<file path="src/rtl/vercompare_serial_if.sv">
`timescale 1ns/1ps
// Request/response bundle between register-read, the serial branch comparator and PC-update logic.
interface vercompare_serial_if #(
    parameter int WIDTH = 32
);
  logic             req_vld;
  logic             req_rdy;
  logic             is_branch;
  logic [2:0]       funct3;
  logic [WIDTH-1:0] a_dat;
  logic [WIDTH-1:0] b_dat;
  logic             rsp_vld;
  logic             rsp_rdy;
  logic             taken;
  logic             eq;
  logic             lt;
  logic             ltu;

  modport master (
    output req_vld, is_branch, funct3, a_dat, b_dat, rsp_rdy,
    input  req_rdy, rsp_vld, taken, eq, lt, ltu
  );

  modport slave (
    input  req_vld, is_branch, funct3, a_dat, b_dat, rsp_rdy,
    output req_rdy, rsp_vld, taken, eq, lt, ltu
  );
endinterface

</file>
<file path="src/rtl/vercompare_serial.sv">
`timescale 1ns/1ps
// Serial RV32I branch comparator, DIGIT bits per cycle LSB-first; result valid N=WIDTH/DIGIT cycles after accept.
// Non-overlapping: req_rdy only in IDLE; result held stable in DONE while rsp_rdy is low.
module vercompare_serial #(
    parameter int WIDTH = 32,
    parameter int DIGIT = 8
) (
  input logic                 core_clk,
  input logic                 arst_n,
  vercompare_serial_if.slave  cmp_if
);
  localparam int N  = WIDTH / DIGIT;
  localparam int CW = (N > 1) ? $clog2(N) : 1;

  localparam logic [1:0] S_IDLE = 2'd0;
  localparam logic [1:0] S_RUN  = 2'd1;
  localparam logic [1:0] S_DONE = 2'd2;

  typedef struct packed {
    logic taken;
    logic eq;
    logic lt;
    logic ltu;
  } res_t;

  logic [1:0]       state_q,   state_d;
  logic [CW-1:0]    cnt_q,     cnt_d;
  logic [WIDTH-1:0] a_q,       a_d;
  logic [WIDTH-1:0] b_q,       b_d;
  logic [2:0]       f3_q,      f3_d;
  logic             eq_acc_q,  eq_acc_d;
  logic             ltu_acc_q, ltu_acc_d;
  res_t             res_q,     res_d;

  logic [DIGIT-1:0] a_dig, b_dig;
  logic             dig_ne, dig_ltu, dig_lts, last_dig;
  logic             fin_eq, fin_lt, fin_ltu;

  function automatic logic br_taken(input logic [2:0] f3, input logic e,
                                    input logic l, input logic lu);
    case (f3)
      3'b000:  return e;
      3'b001:  return !e;
      3'b100:  return l;
      3'b101:  return !l;
      3'b110:  return lu;
      3'b111:  return !lu;
      default: return 1'b0;
    endcase
  endfunction

  // Operands shift right each RUN cycle so the current digit always sits at bit 0.
  assign a_dig    = a_q[DIGIT-1:0];
  assign b_dig    = b_q[DIGIT-1:0];
  assign dig_ne   = (a_dig != b_dig);
  assign dig_ltu  = (a_dig < b_dig);
  assign dig_lts  = ($signed(a_dig) < $signed(b_dig));
  assign last_dig = (cnt_q == CW'(N - 1));

  assign fin_eq  = eq_acc_q & ~dig_ne;
  assign fin_ltu = dig_ne ? dig_ltu : ltu_acc_q;
  // Only the top digit carries the sign; lower digits always resolve unsigned.
  assign fin_lt  = dig_ne ? dig_lts : ltu_acc_q;

  always_comb begin
    state_d   = state_q;
    cnt_d     = cnt_q;
    a_d       = a_q;
    b_d       = b_q;
    f3_d      = f3_q;
    eq_acc_d  = eq_acc_q;
    ltu_acc_d = ltu_acc_q;
    res_d     = res_q;
    case (state_q)
      S_IDLE: begin
        if (cmp_if.req_vld) begin
          a_d       = cmp_if.a_dat;
          b_d       = cmp_if.b_dat;
          f3_d      = cmp_if.funct3;
          eq_acc_d  = 1'b1;
          ltu_acc_d = 1'b0;
          cnt_d     = '0;
          if (cmp_if.is_branch) begin
            state_d = S_RUN;
          end else begin
            res_d   = '0;
            state_d = S_DONE;
          end
        end
      end
      S_RUN: begin
        a_d       = a_q >> DIGIT;
        b_d       = b_q >> DIGIT;
        eq_acc_d  = fin_eq;
        ltu_acc_d = fin_ltu;
        if (last_dig) begin
          res_d.taken = br_taken(f3_q, fin_eq, fin_lt, fin_ltu);
          res_d.eq    = fin_eq;
          res_d.lt    = fin_lt;
          res_d.ltu   = fin_ltu;
          cnt_d       = '0;
          state_d     = S_DONE;
        end else begin
          cnt_d = cnt_q + CW'(1);
        end
      end
      S_DONE: begin
        if (cmp_if.rsp_rdy) state_d = S_IDLE;
      end
      default: state_d = S_IDLE;
    endcase
  end

  always_ff @(posedge core_clk or negedge arst_n) begin
    if (!arst_n) begin
      state_q   <= S_IDLE;
      cnt_q     <= '0;
      a_q       <= '0;
      b_q       <= '0;
      f3_q      <= '0;
      eq_acc_q  <= 1'b1;
      ltu_acc_q <= 1'b0;
      res_q     <= '0;
    end else begin
      state_q   <= state_d;
      cnt_q     <= cnt_d;
      a_q       <= a_d;
      b_q       <= b_d;
      f3_q      <= f3_d;
      eq_acc_q  <= eq_acc_d;
      ltu_acc_q <= ltu_acc_d;
      res_q     <= res_d;
    end
  end

  assign cmp_if.req_rdy = (state_q == S_IDLE);
  assign cmp_if.rsp_vld = (state_q == S_DONE);
  assign cmp_if.taken   = res_q.taken;
  assign cmp_if.eq      = res_q.eq;
  assign cmp_if.lt      = res_q.lt;
  assign cmp_if.ltu     = res_q.ltu;
endmodule

</file>
<file path="src/flat_wrapper.sv">
// flat-port wrapper written by rule: the top's interface ports become plain ports
module vercompare_serial_flat 
#(
    parameter int WIDTH = 32,
    parameter int DIGIT = 8
)
  (core_clk, arst_n, cmp_if_req_vld, cmp_if_is_branch, cmp_if_funct3, cmp_if_a_dat, cmp_if_b_dat, cmp_if_rsp_rdy, cmp_if_req_rdy, cmp_if_rsp_vld, cmp_if_taken, cmp_if_eq, cmp_if_lt, cmp_if_ltu);
  vercompare_serial_if #(.WIDTH(WIDTH)) cmp_if_i ();
  input logic core_clk;
  input logic arst_n;
  input wire logic [$bits(cmp_if_i.req_vld)-1:0] cmp_if_req_vld;
  input wire logic [$bits(cmp_if_i.is_branch)-1:0] cmp_if_is_branch;
  input wire logic [$bits(cmp_if_i.funct3)-1:0] cmp_if_funct3;
  input wire logic [$bits(cmp_if_i.a_dat)-1:0] cmp_if_a_dat;
  input wire logic [$bits(cmp_if_i.b_dat)-1:0] cmp_if_b_dat;
  input wire logic [$bits(cmp_if_i.rsp_rdy)-1:0] cmp_if_rsp_rdy;
  output wire logic [$bits(cmp_if_i.req_rdy)-1:0] cmp_if_req_rdy;
  output wire logic [$bits(cmp_if_i.rsp_vld)-1:0] cmp_if_rsp_vld;
  output wire logic [$bits(cmp_if_i.taken)-1:0] cmp_if_taken;
  output wire logic [$bits(cmp_if_i.eq)-1:0] cmp_if_eq;
  output wire logic [$bits(cmp_if_i.lt)-1:0] cmp_if_lt;
  output wire logic [$bits(cmp_if_i.ltu)-1:0] cmp_if_ltu;
  assign cmp_if_i.req_vld = cmp_if_req_vld;
  assign cmp_if_i.is_branch = cmp_if_is_branch;
  assign cmp_if_i.funct3 = cmp_if_funct3;
  assign cmp_if_i.a_dat = cmp_if_a_dat;
  assign cmp_if_i.b_dat = cmp_if_b_dat;
  assign cmp_if_i.rsp_rdy = cmp_if_rsp_rdy;
  assign cmp_if_req_rdy = cmp_if_i.req_rdy;
  assign cmp_if_rsp_vld = cmp_if_i.rsp_vld;
  assign cmp_if_taken = cmp_if_i.taken;
  assign cmp_if_eq = cmp_if_i.eq;
  assign cmp_if_lt = cmp_if_i.lt;
  assign cmp_if_ltu = cmp_if_i.ltu;
  vercompare_serial #(.WIDTH(WIDTH), .DIGIT(DIGIT)) u_core (.core_clk(core_clk), .arst_n(arst_n), .cmp_if(cmp_if_i));
endmodule
</file>
<file path="config.mk">
export PLATFORM = sky130hd
export DESIGN_NAME = vercompare_serial_flat
export DESIGN_NICKNAME = d
export VERILOG_FILES = /design/src/rtl/vercompare_serial_if.sv /design/src/rtl/vercompare_serial.sv /design/src/flat_wrapper.sv
export SDC_FILE = /design/constraint.sdc
export NUM_CORES = 1
export LEC_CHECK = 0
export CAP_MARGIN = 10
export CORE_UTILIZATION = 29
export CTS_CLUSTER_SIZE = 12
export DETAILED_ROUTE_END_ITERATION = 10
export PLACE_DENSITY_LB_ADDON = 0.1
export SETUP_SLACK_MARGIN = 0.4
export SLEW_MARGIN = 20
export SYNTH_ARGS = -nofsm -noshare
export SYNTH_HDL_FRONTEND = slang
export SYNTH_SLANG_ARGS = --single-unit
export TNS_END_PERCENT = 10
</file>
<file path="constraint.sdc">
create_clock -name core_clk -period 2.57 [get_ports core_clk]
set_input_delay 0.771 -clock core_clk [delete_from_list [all_inputs] [get_ports core_clk]]
set_output_delay 0.771 -clock core_clk [all_outputs]
set_load 0.01 [all_outputs]
</file>
Yosys cells after proc, flatten, opt, wreduce, memory -nomap -nowiden
Index checks and enable logic that the tools add are counted.
- bits in registers: 77
- input bits: 72
- $add $sub $neg: 1
- order comparisons: 2
- equal/unequal tests: 13
- multiplexer cells: 23
- bitwise gates (word level): 2
- reduce and logical (&&, ||, !) cells: 10
- operators with widths (kind ; count):
    $pmux 32 s2 ; 2
    $mux 32 ; 2
    $lt 8x8->1 ; 2
    $eq 3x3->1 const B ; 4
    $mux 2 ; 6
    $mux 4 ; 3
    $ne 8x8->1 ; 1
    $pmux 4 s2 ; 1
    $ne 2x2->1 const B ; 3
    $pmux 1 s6 ; 1
    $pmux 2 s3 ; 1
    $eq 2x2->1 const B ; 2
    $mux 1 ; 4
    $pmux 1 s2 ; 2
    $pmux 2 s2 ; 1
    $reduce_and 2->1 ; 2
    $reduce_and 4->1 ; 1
    $eq 3x1->1 const B ; 1
    $logic_not 1->1 ; 3
    $logic_not 3->1 ; 1
    $reduce_and 3->1 ; 1
    $add 2x1->2 const B ; 1
    $eq 2x1->1 const B ; 1
    $logic_not 2->1 ; 1
    4 further kinds ; 4

Depth between registers and ports, before layout
Gate-level depths: netlist of run 1.
- depth after elaboration: 7
- mapped depth: 8
- mapped depth without buffers: 8

Least setup slack after synthesis of run 1
No wires, ideal clock.
- path kind: input port to flip-flop
- start: in cmp_if_is_branch
- end: reg u_core.res_q (netlist bit u_core.cmp_if.taken)
- setup time: 0.125 ns
- arrival: 1.601 ns
- required time: 2.445 ns
- setup slack: 0.844 ns
- cell stages on the path: 6
- cell sequence: nor3b_2 -> a21oi_1 -> or2_4 -> a22oi_1 -> o221a_1 -> nand2_1
- longest elaborated chain between the ends: 2
- RTL lines (what ; line ; text):
    start: declaration ; flat_wrapper.sv:12 ; input wire logic [$bits(cmp_if_i.is_branch)-1:0] cmp_if_is_branch;
    $ne 2x2->1 (no line) ; - ;
    $reduce_and 4->1 (no line) ; - ;
    end signal: assignment ; vercompare_serial.sv:132 ; res_q <= res_d;
    end: declaration ; vercompare_serial.sv:33 ; res_t res_q, res_d;
No other way between the ends.
A chain may end at the register's enable or synchronous reset.

Worst setup path in the final report of run 1
- start: in cmp_if_req_vld
- end: reg u_core.res_q (netlist bit u_core.cmp_if.taken)
- longest elaborated chain between the ends: 2
- RTL lines (what ; line ; text):
    start: declaration ; flat_wrapper.sv:11 ; input wire logic [$bits(cmp_if_i.req_vld)-1:0] cmp_if_req_vld;
    $ne 2x2->1 (no line) ; - ;
    $reduce_and 4->1 (no line) ; - ;
No other way between the ends.

==> summary.md, run 1 <==
| Metric | Value |
|---|---|
| Primary FF master, synth | `dfrtp_1` |
| Final worst-path cycle share | `0.8075` |
| Area Growth Syn to Fin | `34.31%` |
| FP Rows | `40` |
| Vias per cell | `4.475` |
| Number of buffers created by CTS | `9` |
| Most frequent cells after synthesis | `dfrtp_1, nand2_1, o21ai_0` |
| Setup TNS | `0 ns` |
| Die area | `0.01299 mm²` |
| Inst Count DP | `~570` |
| Netlist cell types | `39` |
| Clock latency on the worst-skew pair | `0.33 ns` |
| Final Hold Viols | `0` |
| DPL Wire Length | `5638 µm` |
| #FFs+latches synth | `77` |
| First-pass GRT wire length | `between 10000 and 15000 µm` |
| Ant diodes | `0` |
| Arr. time, crit path | `2.29 ns` |
| Leakage | `2.162 nW` |
| Via count | `2600` |
| Worst-path clk slew | `around 0.060 ns` |
| Hold Buf Count CTS | `0` |
| Clk_skew | `0.005129 ns` |
| Area occupied by multi-input gates | `roughly 0.0016 mm²` |
| Max-cap violation count | `0` |
| # IOs | `slightly below 80` |
| Min cycle time layout | `2.075 ns` |
| Synth top area cells | `dfrtp_1, mux2i_1, o21ai_0` |
| Peak VDD IR | `0.0003392 V` |
| Max Freq | `slightly below 500 MHz` |
| DRT iter0 DRCs | `98` |
| Post-Syn Area | `0.003636 mm²` |
| CTS sink cnt | `77` |
| Global Route Usage Sum | `0.1400` |
| Placement Cell Area | `0.004583 mm²` |
| Cell accounting for the most synthesized area | `dfrtp_1` |
| Core area | `0.01211 mm²` |
| Critical path class | `in -> reg` |
| Layout fillers | `between 1000 and 1500` |
| Post-synthesis cell count | `around 340` |
| Nets | `491` |
| Final cell count without fillers | `about 580` |
| Crit path max-delay family | `buffers and inverters` |
| Post-Syn Nets | `416` |
| Global placement routability congestion | `0.7755` |
| Ys Warns | `0` |
| Worst Setup End Kind | `flop` |
| CP cell instances | `clkdlybuf4s50_1 -> nor3b_2 -> a21oi_1 -> or2_4 -> a22oi_1 -> o221a_1 -> nand2_1` |
| Share of post-route cells with drive strength above 1 | `0.09201` |
| Synth async-reset ratio | `1.000` |
| Drt pass-1 iters | `4` |
| FF+latch area | `0.001931 mm²` |
| Uppermost routed layer | `met4` |
| DR WL met3 | `~400 µm` |
| Met2 wire length | `about 3700 µm` |
| Design area | `0.004883 mm²` |
| Hold Slack | `0.3804 ns` |
| Pwr dens | `1171 mW/mm²` |
| CTS root buffer | `clkbuf_16` |
| Sequential share of the synthesized area | `0.5303` |
| Req. time, crit path | `2.78 ns` |
| Most common cell in the netlist | `dfrtp_1` |
| Height of the die | `114.0 µm` |
| WL/cell | `13.82 µm` |
| CTS Buffer Depth | `2` |
| EDFF count, synth | `0` |
| WP buf/inv | `1` |
| Final Slew Violations | `0` |
| Slew @ Worst Pin | `between 0.5 and 0.6 ns` |
| Crit path max-delay cell type | `clkdlybuf4s50_1` |
| CP max FO | `5` |
| M1 WL | `3832 µm` |
| DRC | `0` |
| Die Width | `between 100 and 150 µm` |
| Initial core utilization | `0.3002` |
| Final ANT Viol Nets | `0` |
| Post-Route WL | `8032 µm` |
| Max-slew headroom | `0.6618` |
| RSZ-0062 raised after global routing | `yes` |
| Worst Hold Class | `in -> async` |
| Synthesized area per cell | `roughly 11 µm²` |
| Worst setup SP type | `input pin` |
| Initial antenna violation count | `0` |
| Status | `complete, no violations` |
| Vias in the first global route | `2772` |
| CTS tree | `built` |
| Grt total ovfl | `0` |
| Final setup fails | `0` |
| Critical Path Max Stage Delay | `0.55 ns` |
| Largest net degree at the start of global routing | `76` |
| PortBufs | `77` |
| Htree depth | `3` |
| Yosys top cell area share | `0.5231` |
-- cells by family (layout without fill, tap and decap cells) --
logic type	after synthesis	count (layout)	share of synthesized area
muxes	52	52	0.1445
buffers and inverters	31	109	0.04233
xor gates and xnor gates	1	1	0.002409
DFF	77	77	0.5303
AOI/OAI and AO/OA	86	86	0.1507
and+or+nand+nor	79	79	0.09876
adders and majority gates	9	9	0.03097
-- per-stage QoR --
| stage | power [mW] | setup WS, ns | utilization |
|---|---|---|---|
| 2_1_floorplan | 3.877 | 0.8439 | - |
| 6_report | 5.718 | 0.4948 | 0.4032 |
| 3_5_place_dp | 4.547 | 0.1777 | 0.3784 |
| 4_1_cts | 5.818 | 0.3082 | 0.4029 |
| 5_1_grt | 6.233 | 0.3911 | 0.4032 |
| 3_3_place_gp | 4.481 | 0.2046 | 0.3784 |
-- area by class of cell --
| class | instances | share of cell area |
|---|---|---|
| clock buffer | 12 | 0.05047 |
| clock inverter | 2 | 0.007174 |
| inverter | 10 | 0.007686 |
| multi-input combinational | 227 | 0.3213 |
| sequential | 77 | 0.3953 |
| tap | 168 | 0.04304 |
| timing repair buffer | 85 | 0.1750 |
-- cell usage in the layout (no fill, tap or decap), types with 4 or more instances in the layout --
cell type,n
nand2b_1,4
nor2_1,5
mux2i_1,48
dfrtp_1,74
o21ai_0,55
mux2_2,4
clkbuf_16,9
clkdlybuf4s50_1,74
nand2_1,56
inv_1,10
buf_4,7
ha_1,9
a22o_1,18
-- report_power, final --
| group | internal, mW | switching, mW |
|---|---|---|
| Clock | 0.766 | 0.452 |
| Combinational | 1.13 | 1.26 |
| Sequential | 1.78 | 0.327 |
| Total | 3.68 | 2.04 |
-- sequential cells by signal, indices dropped and copies added (netlist names) --
name	flops
u_core.eq_acc_q	1
u_core.b_q	32
u_core.f3_q	3
u_core.state_q	2
u_core.a_q	32
u_core.cmp_if.eq	1
u_core.cmp_if.ltu	1
u_core.cmp_if.taken	1
u_core.ltu_acc_q	1
u_core.cnt_q	2
u_core.cmp_if.lt	1
-- worst paths after layout --
| check | start | to | slack [ns] | cells past startpoint |
|---|---|---|---|---|
| setup / recovery | cmp_if_req_vld | u_core.cmp_if.taken | 0.49 | 7 |
| hold / removal | arst_n | u_core.b_q[21] | 0.38 | 1 |
| setup reg to reg | u_core.b_q[5] | u_core.cmp_if.taken | 0.69 | 8 |
| hold reg to reg | u_core.b_q[18] | u_core.b_q[18] | 0.47 | 2 |
| max in group asynchronous | arst_n | u_core.eq_acc_q | 1.54 | 2 |
| min in group core_clk | u_core.b_q[18] | u_core.b_q[18] | 0.47 | 2 |
-- per-layer routing --
metal  GRT usage  up-vias
li1            -     1330
met1      0.1792     1208
met2      0.2198       53
met3     0.03188        9
met4     0.07532        0
met5           0        -
-- what timing repair did --
| item | CTS | global route |
|---|---|---|
| gates resized for setup | 2 | 2 |
| setup endpoints to repair | 2 | 2 |
| gates cloned | 0 | 0 |
| pin swaps | 0 | 0 |
| buffers inserted | 2 | 0 |
Power figures use the tool's default switching activity.
==> run 2: changes to the inputs <==
==> constraint.sdc (replaced) <==
create_clock -name core_clk -period 2 [get_ports core_clk]
set_input_delay 0.6 -clock core_clk [delete_from_list [all_inputs] [get_ports core_clk]]
set_output_delay 0.6 -clock core_clk [all_outputs]
set_load 0.01 [all_outputs]
==> run 2 against run 1 <==
  * Setup slack got worse by 0.30 ns
  * Design area increased by 4.6%
  * Sequential cell count unchanged
  * Die area unchanged
  * Via count increased by 1.6%
  * Final cell count increased by 2.2%
  * Register-to-register slack got worse by 0.50 ns
  * First-iteration DRC count decreased by 28%
  * Clock skew increased by 0.00093 ns
==> summary.md, run 2 (same netlist as run 1, synthesis figures left out) <==
| Metric | Value |
|---|---|
| Initial core utilization | `0.3002 (unchanged)` |
| Number of buffers created by CTS | `9 (unchanged)` |
| CTS root buffer | `clkbuf_16` |
| Global placement routability congestion | `0.7357 (-5.1%)` |
| FP Rows | `40 (unchanged)` |
| CP cell instances | `ha_4 -> and4_4 -> nand2_2 -> a31oi_2 -> nand3_1 -> o221a_1 -> nand2_1` |
| Die area | `0.01299 mm² (unchanged)` |
| Power, Total | `7.876 mW (+38%)` |
| Global Route Usage Sum | `0.1372 (-0.002817)` |
| # IOs | `78 (unchanged)` |
| RSZ-0062 raised after global routing | `yes` |
| Critical Path Max Stage Delay | `0.41 ns (-0.14 ns)` |
| Final setup fails | `0 (unchanged)` |
| Die Width | `114.0 µm (unchanged)` |
| Area occupied by multi-input gates | `0.001653 mm² (+5.3%)` |
| Clk_skew | `0.006063 ns (+0.0009342 ns)` |
| DRC | `0 (unchanged)` |
| Status | `complete, no violations` |
| Vias in the first global route | `2783 (+0.40%)` |
| Hold Buf Count CTS | `0 (unchanged)` |
| FF+latch area | `0.001929 mm² (about the same)` |
| CP max FO | `6 (+1)` |
| Vias per cell | `4.446 (-0.65%)` |
| Via count | `2641 (+1.6%)` |
| Hold Slack | `0.1370 ns (-0.2434 ns)` |
| Height of the die | `114.0 µm (unchanged)` |
| Share of post-route cells with drive strength above 1 | `0.1549 (+0.06292)` |
| Arr. time, crit path | `2.08 ns (-0.21 ns)` |
| Slew @ Worst Pin | `0.2965 ns (-0.2109 ns)` |
| Nets | `502 (+2.2%)` |
| Regs by FF count | `u_core.a_q (32), u_core.b_q (32), u_core.f3_q (3)` |
| Final Hold Viols | `0 (unchanged)` |
| Crit path max-delay cell type | `dfrtp_1` |
| Setup TNS | `0 ns (unchanged)` |
| DPL Wire Length | `5928 µm (+5.1%)` |
| WL/cell | `13.92 µm (+0.66%)` |
| CTS sink cnt | `77 (unchanged)` |
| Layout fillers | `1256 (+1.9%)` |
| PortBufs | `77 (unchanged)` |
| Area Growth Syn to Fin | `40.47%` |
| Ant diodes | `0 (unchanged)` |
| Final Slew Violations | `0 (unchanged)` |
| Worst Setup End Kind | `flop` |
| Most frequent cells in the layout | `dfrtp_1, clkdlybuf4s50_1, nand2_1` |
| Largest net degree at the start of global routing | `59 (-22%)` |
| DRT iter0 DRCs | `71 (-28%)` |
| First-pass GRT wire length | `13610 µm (-2.2%)` |
| CTS Buffer Depth | `2 (unchanged)` |
| Drt pass-1 iters | `4 (unchanged)` |
| Leakage | `2.253 nW (+4.2%)` |
| Max Freq | `552.9 MHz` |
| Final ANT Viol Nets | `0 (unchanged)` |
| WP buf/inv | `0 (-1)` |
| Grt total ovfl | `0 (unchanged)` |
| Max-cap violation count | `0 (unchanged)` |
| Most common cell after layout, fill and taps aside | `dfrtp_1` |
| Worst setup SP type | `flop` |
| Req. time, crit path | `2.27 ns (-0.51 ns)` |
| Final design utilization | `0.4217 (+0.01849)` |
| Final worst-path cycle share | `0.9043` |
| Max-slew headroom | `0.8020 (+0.1403)` |
| CTS tree | `built` |
| Post-Route WL | `8266 µm (+2.9%)` |
| Initial antenna violation count | `0 (unchanged)` |
| Crit path max-delay family | `simple AND/OR/NAND/NOR gates` |
| Peak VDD IR | `0.0007138 V (+110%)` |
| Clock latency on the worst-skew pair | `0.33 ns (about the same)` |
| Htree depth | `3 (unchanged)` |
| Worst-path clk slew | `0.06 ns (about the same)` |
| Core area | `0.01211 mm² (unchanged)` |
| Min cycle time layout | `1.809 ns` |
| Worst Hold Class | `in -> async` |
| Pwr dens | `1542 mW/mm² (+32%)` |
| Critical path class | `reg -> reg` |
-- run 2: cell types whose count changed in the layout (fill, tap and decap cells not counted), sizes merged --
cell,change
buf,+13
clkdlybuf4s50,-4
clkinv,+1
clkinvlp,+1
dlygate4sd2,+3
dlymetal6s2s,-1
-- run 2: routing by layer --
| layer | global-route usage | part of all wire |
|---|---|---|
| met3 | 0.04516 | 0.046 |
| met4 | 0.04156 | 0.013 |
| met1 | 0.1777 | 0.47 |
| met2 | 0.2174 | 0.47 |
| met5 | 0 | 0 |
-- run 2: final cells by class --
class                           instances  share of cell area
Multi-Input combinational cell        227              0.3236
Clock inverter                          4            0.009309
Timing Repair Buffer                   96              0.1926
Inverter                               10            0.007349
Sequential cell                        77              0.3778
Clock buffer                           12             0.04826
Tap cell                              168             0.04116
-- run 2: path summary, 6_finish.rpt --
| check | slack [ns] | cells past startpoint | endpoint | start |
|---|---|---|---|---|
| worst min register to register | 0.47 | 2 | u_core.cmp_if.eq | u_core.cmp_if.eq |
| min in group core_clk | 0.47 | 2 | u_core.cmp_if.eq | u_core.cmp_if.eq |
| worst min-delay path | 0.14 | 1 | u_core.b_q[11] | arst_n |
| worst max register to register | 0.19 | 7 | u_core.cmp_if.taken | u_core.a_q[2] |
| worst max-delay path | 0.19 | 7 | u_core.cmp_if.taken | u_core.a_q[2] |
| max in group asynchronous | 1.31 | 2 | u_core.state_q[1] | arst_n |
-- run 2: where the power goes --
group          internal, mW  leakage [nW]  switching [mW]  total [mW]
combinational          1.78          1.14            1.77        3.55
sequential             2.29         0.967           0.421        2.71
clock                 0.997         0.143           0.618        1.61
total                  5.07          2.25            2.81        7.88
-- run 2: per-stage QoR --
stage / cells / cell area [µm²] / setup WS (ns)
2_1_floorplan: 335 / 3656 / 0.3613
3_3_place_gp: 573 / 4701 / -0.06443
3_5_place_dp: 573 / 4701 / -0.07483
4_1_cts: 590 / 5011 / 0.1860
5_1_grt: 594 / 5107 / 0.1259
6_report: 594 / 5107 / 0.1915
-- run 2: repair_timing --
item,4_1_cts,5_1_grt
resized for setup,13,16
setup buffers,1,4
setup endpoints to repair,12,57
pin swaps,3,7
==> variant: new RTL, flow settings as in run 2 <==
`WIDTH` is set to 32 in 3 places; all go to 16.
--- a/src/rtl/vercompare_serial_if.sv
+++ b/src/rtl/vercompare_serial_if.sv
@@ -3,3 +3,3 @@
 interface vercompare_serial_if #(
-    parameter int WIDTH = 32
+    parameter int WIDTH = 16
 );
--- a/src/rtl/vercompare_serial.sv
+++ b/src/rtl/vercompare_serial.sv
@@ -4,3 +4,3 @@
 module vercompare_serial #(
-    parameter int WIDTH = 32,
+    parameter int WIDTH = 16,
     parameter int DIGIT = 8
--- a/src/flat_wrapper.sv
+++ b/src/flat_wrapper.sv
@@ -3,3 +3,3 @@
 #(
-    parameter int WIDTH = 32,
+    parameter int WIDTH = 16,
     parameter int DIGIT = 8
Ports: changed (resized cmp_if_a_dat and cmp_if_b_dat); port bits go from 78 to 46. The function was not compared with the original's and may differ.
==> variant against run 2 <==
Worst setup slack lost 0.16 ns; sequential cell count shrank 33; wire length shrank 40%; combinational power shrank 41%; clock skew grew 0.0014 ns; synthesized cell count shrank 41%; area after synthesis shrank 41%; critical path depth is the same; power shrank 47%; first-iteration DRC count shrank 54%; via count shrank 37%; cell area shrank 41%; highest routed layer unchanged; maximum frequency shrank 8.3%; critical endpoint is now u_core.cmp_if.ltu; non-clock buffer count shrank 34.
==> variant: results (changes against run 2) <==
| Metric | Value |
|---|---|
| H-tree depth | 2 (-1) |
| DRT iter0 DRCs | 33 (-54%) |
| Final #Nets | 306 (-39%) |
| Largest net degree at the start of global routing | 51 (-14%) |
| Wl on met1 | 2.34 mm (-40%) |
| PortBufs | 45 (-42%) |
| Antenna fix cells | 0 (unchanged) |
| Clk. pwr | 0.585 mW (-64%) |
| Clk slew on worst S/H paths | 0.08 ns (+0.02 ns) |
| Place WS | 0.00941 ns (+0.0842 ns) |
| Synth Area in Compound Gates | 18.6% (+3.6 points) |
| Global-route wire length before repair | 8.06 mm (-41%) |
| GRT Util Overall | 13.7% (-0.045 points) |
| Placed Instances | 341 (-40%) |
| WL met3 | 144 um (-62%) |
| Least-Margin Pin Slew | 0.411 ns (+0.114 ns) |
| R2r endpoint | u_core.cmp_if.ltu |
| Hpwl dp | 3.44 mm (-42%) |
| Share of cells above drive strength 1 | 22.0% (+6.5 points) |
| Final Wtd Congestion | 0.709 (-3.7%) |
| Placed Area | 0.00277 mm^2 (-41%) |
| Synth top area cells | dfrtp_1 (50%), mux2i_1 (7.5%), a22o_1 (7.0%), o21ai_0 (5.6%), ha_1 (4.7%) |
| Final setup vio count | 0 (unchanged) |
| Max VDD drop | 511 uV (-28%) |
| Register area share after synthesis | 51.6% (-1.4 points) |
| Lkg Pwr | 1.37 nW (-39%) |
| Via/cell ratio | 4.70 (+5.7%) |
| Crit path max fanout | 4 (-2) |
| Sequential cell power | 1.54 mW (-43%) |
| Worst Path Arrival | 2.16 ns (+0.08 ns) |
| Status | finished clean |
| Post-synthesis mux area share | 9.61% (-4.8 points) |
| Synth top cells by count | dfrtp_1 (43), nand2_1 (25), o21ai_0 (24), a22o_1 (17), mux2i_1 (16) |
| Cts bufs inserted | 5 (-4) |
| Final cell count without fillers | 355 (-40%) |
| Fillers | 685 (-45%) |
| Hold WS | 0.0769 ns (-0.0601 ns) |
| Setup clock skew after layout | 0.00744 ns (+0.00138 ns) |
| Crit-path leading delay family | flip-flops |
| Regs by FF count | u_core.a_q (16), u_core.b_q (16), u_core.f3_q (3) |
| Clk pwr share | 13.9% (-6.6 points) |
| Net switching power | 1.61 mW (-43%) |
| Library cells used by synthesis | 36 (-7.7%) |
| Net count after synthesis | 247 (-41%) |
| Met1 usage | 17.9% (+0.15 points) |
| Clk_lat worst skew | 0.29 ns (-0.04 ns) |
| R2r setup slk | 0.03 ns (-0.16 ns) |
| Wire length per cell | 14.0 um (+0.93%) |
| XOR/XNOR Fraction of Synth Area | 0.410% (+0.17 points) |
| Met2 wire len | 2.44 mm (-37%) |
| Met3 Track Usage GR | 2.83% (-1.7 points) |
| Met2 usage | 22.6% (+0.81 points) |
| Post-synthesis adder-cell area fraction | 4.69% (+1.6 points) |
| Worst R2R Start | u_core.a_q[7] |
| Clock root cell | clkbuf_8 |
==> variant: changes by cell type in the layout (fill, tap and decap cells not counted), moves of 4 or more <==
cell,before,now
dlymetal6s2s_1,0,4
o21ai_0,54,18
mux2i_1,48,16
dlygate4sd2_1,4,0
nand2_1,56,25
inv_1,7,12
clkbuf_16,9,0
dfrtp_1,75,43
buf_12,6,1
clkbuf_8,1,6
clkdlybuf4s50_1,70,38
o21ai_1,0,7
==> variant: area by class of cell <==
type / instances / area (um^2) / share of cell area (%)
timing repair buffer: 62 / 597 / 19.7
tap: 96 / 120 / 3.97
sequential: 44 / 1100 / 36.5
clock buffer: 7 / 86.3 / 2.86
clock inverter: 1 / 7.51 / 0.248
inverter: 15 / 56.3 / 1.86
multi-input combinational: 130 / 1050 / 34.9
==> variant: how the worst max path moves through the flow <==
| stage | slack, ns | start | endpoint |
|---|---|---|---|
| after floorplan | 0.19 | u_core.a_q[3] | u_core.cmp_if.taken |
| after global placement | 0.03 | cmp_if_req_vld | u_core.cmp_if.taken |
| after detailed placement | 0.009 | cmp_if_req_vld | u_core.cmp_if.taken |
| after CTS | 0.06 | u_core.b_q[6] | u_core.cmp_if.taken |
| after global routing | -0.08 | u_core.a_q[7] | u_core.cmp_if.ltu |
| final | 0.03 | u_core.a_q[7] | u_core.cmp_if.ltu |
==> variant: timing repair <==
action | in CTS | in global routing
pin swaps | 3 | 7
buffers inserted | 1 | 5
resized for setup | 7 | 32
cloned | 0 | 0
setup endpoints to repair | 12 | 29
hold buffers | 0 | 0
==> variant: cell families after synthesis <==
logic type | after synthesis
AOI/OAI and AO/OA | 56
xor gates and xnor gates | 1
adders and majority gates | 8
buffers and inverters | 25
DFF | 44
muxes | 20
and+or+nand+nor | 45
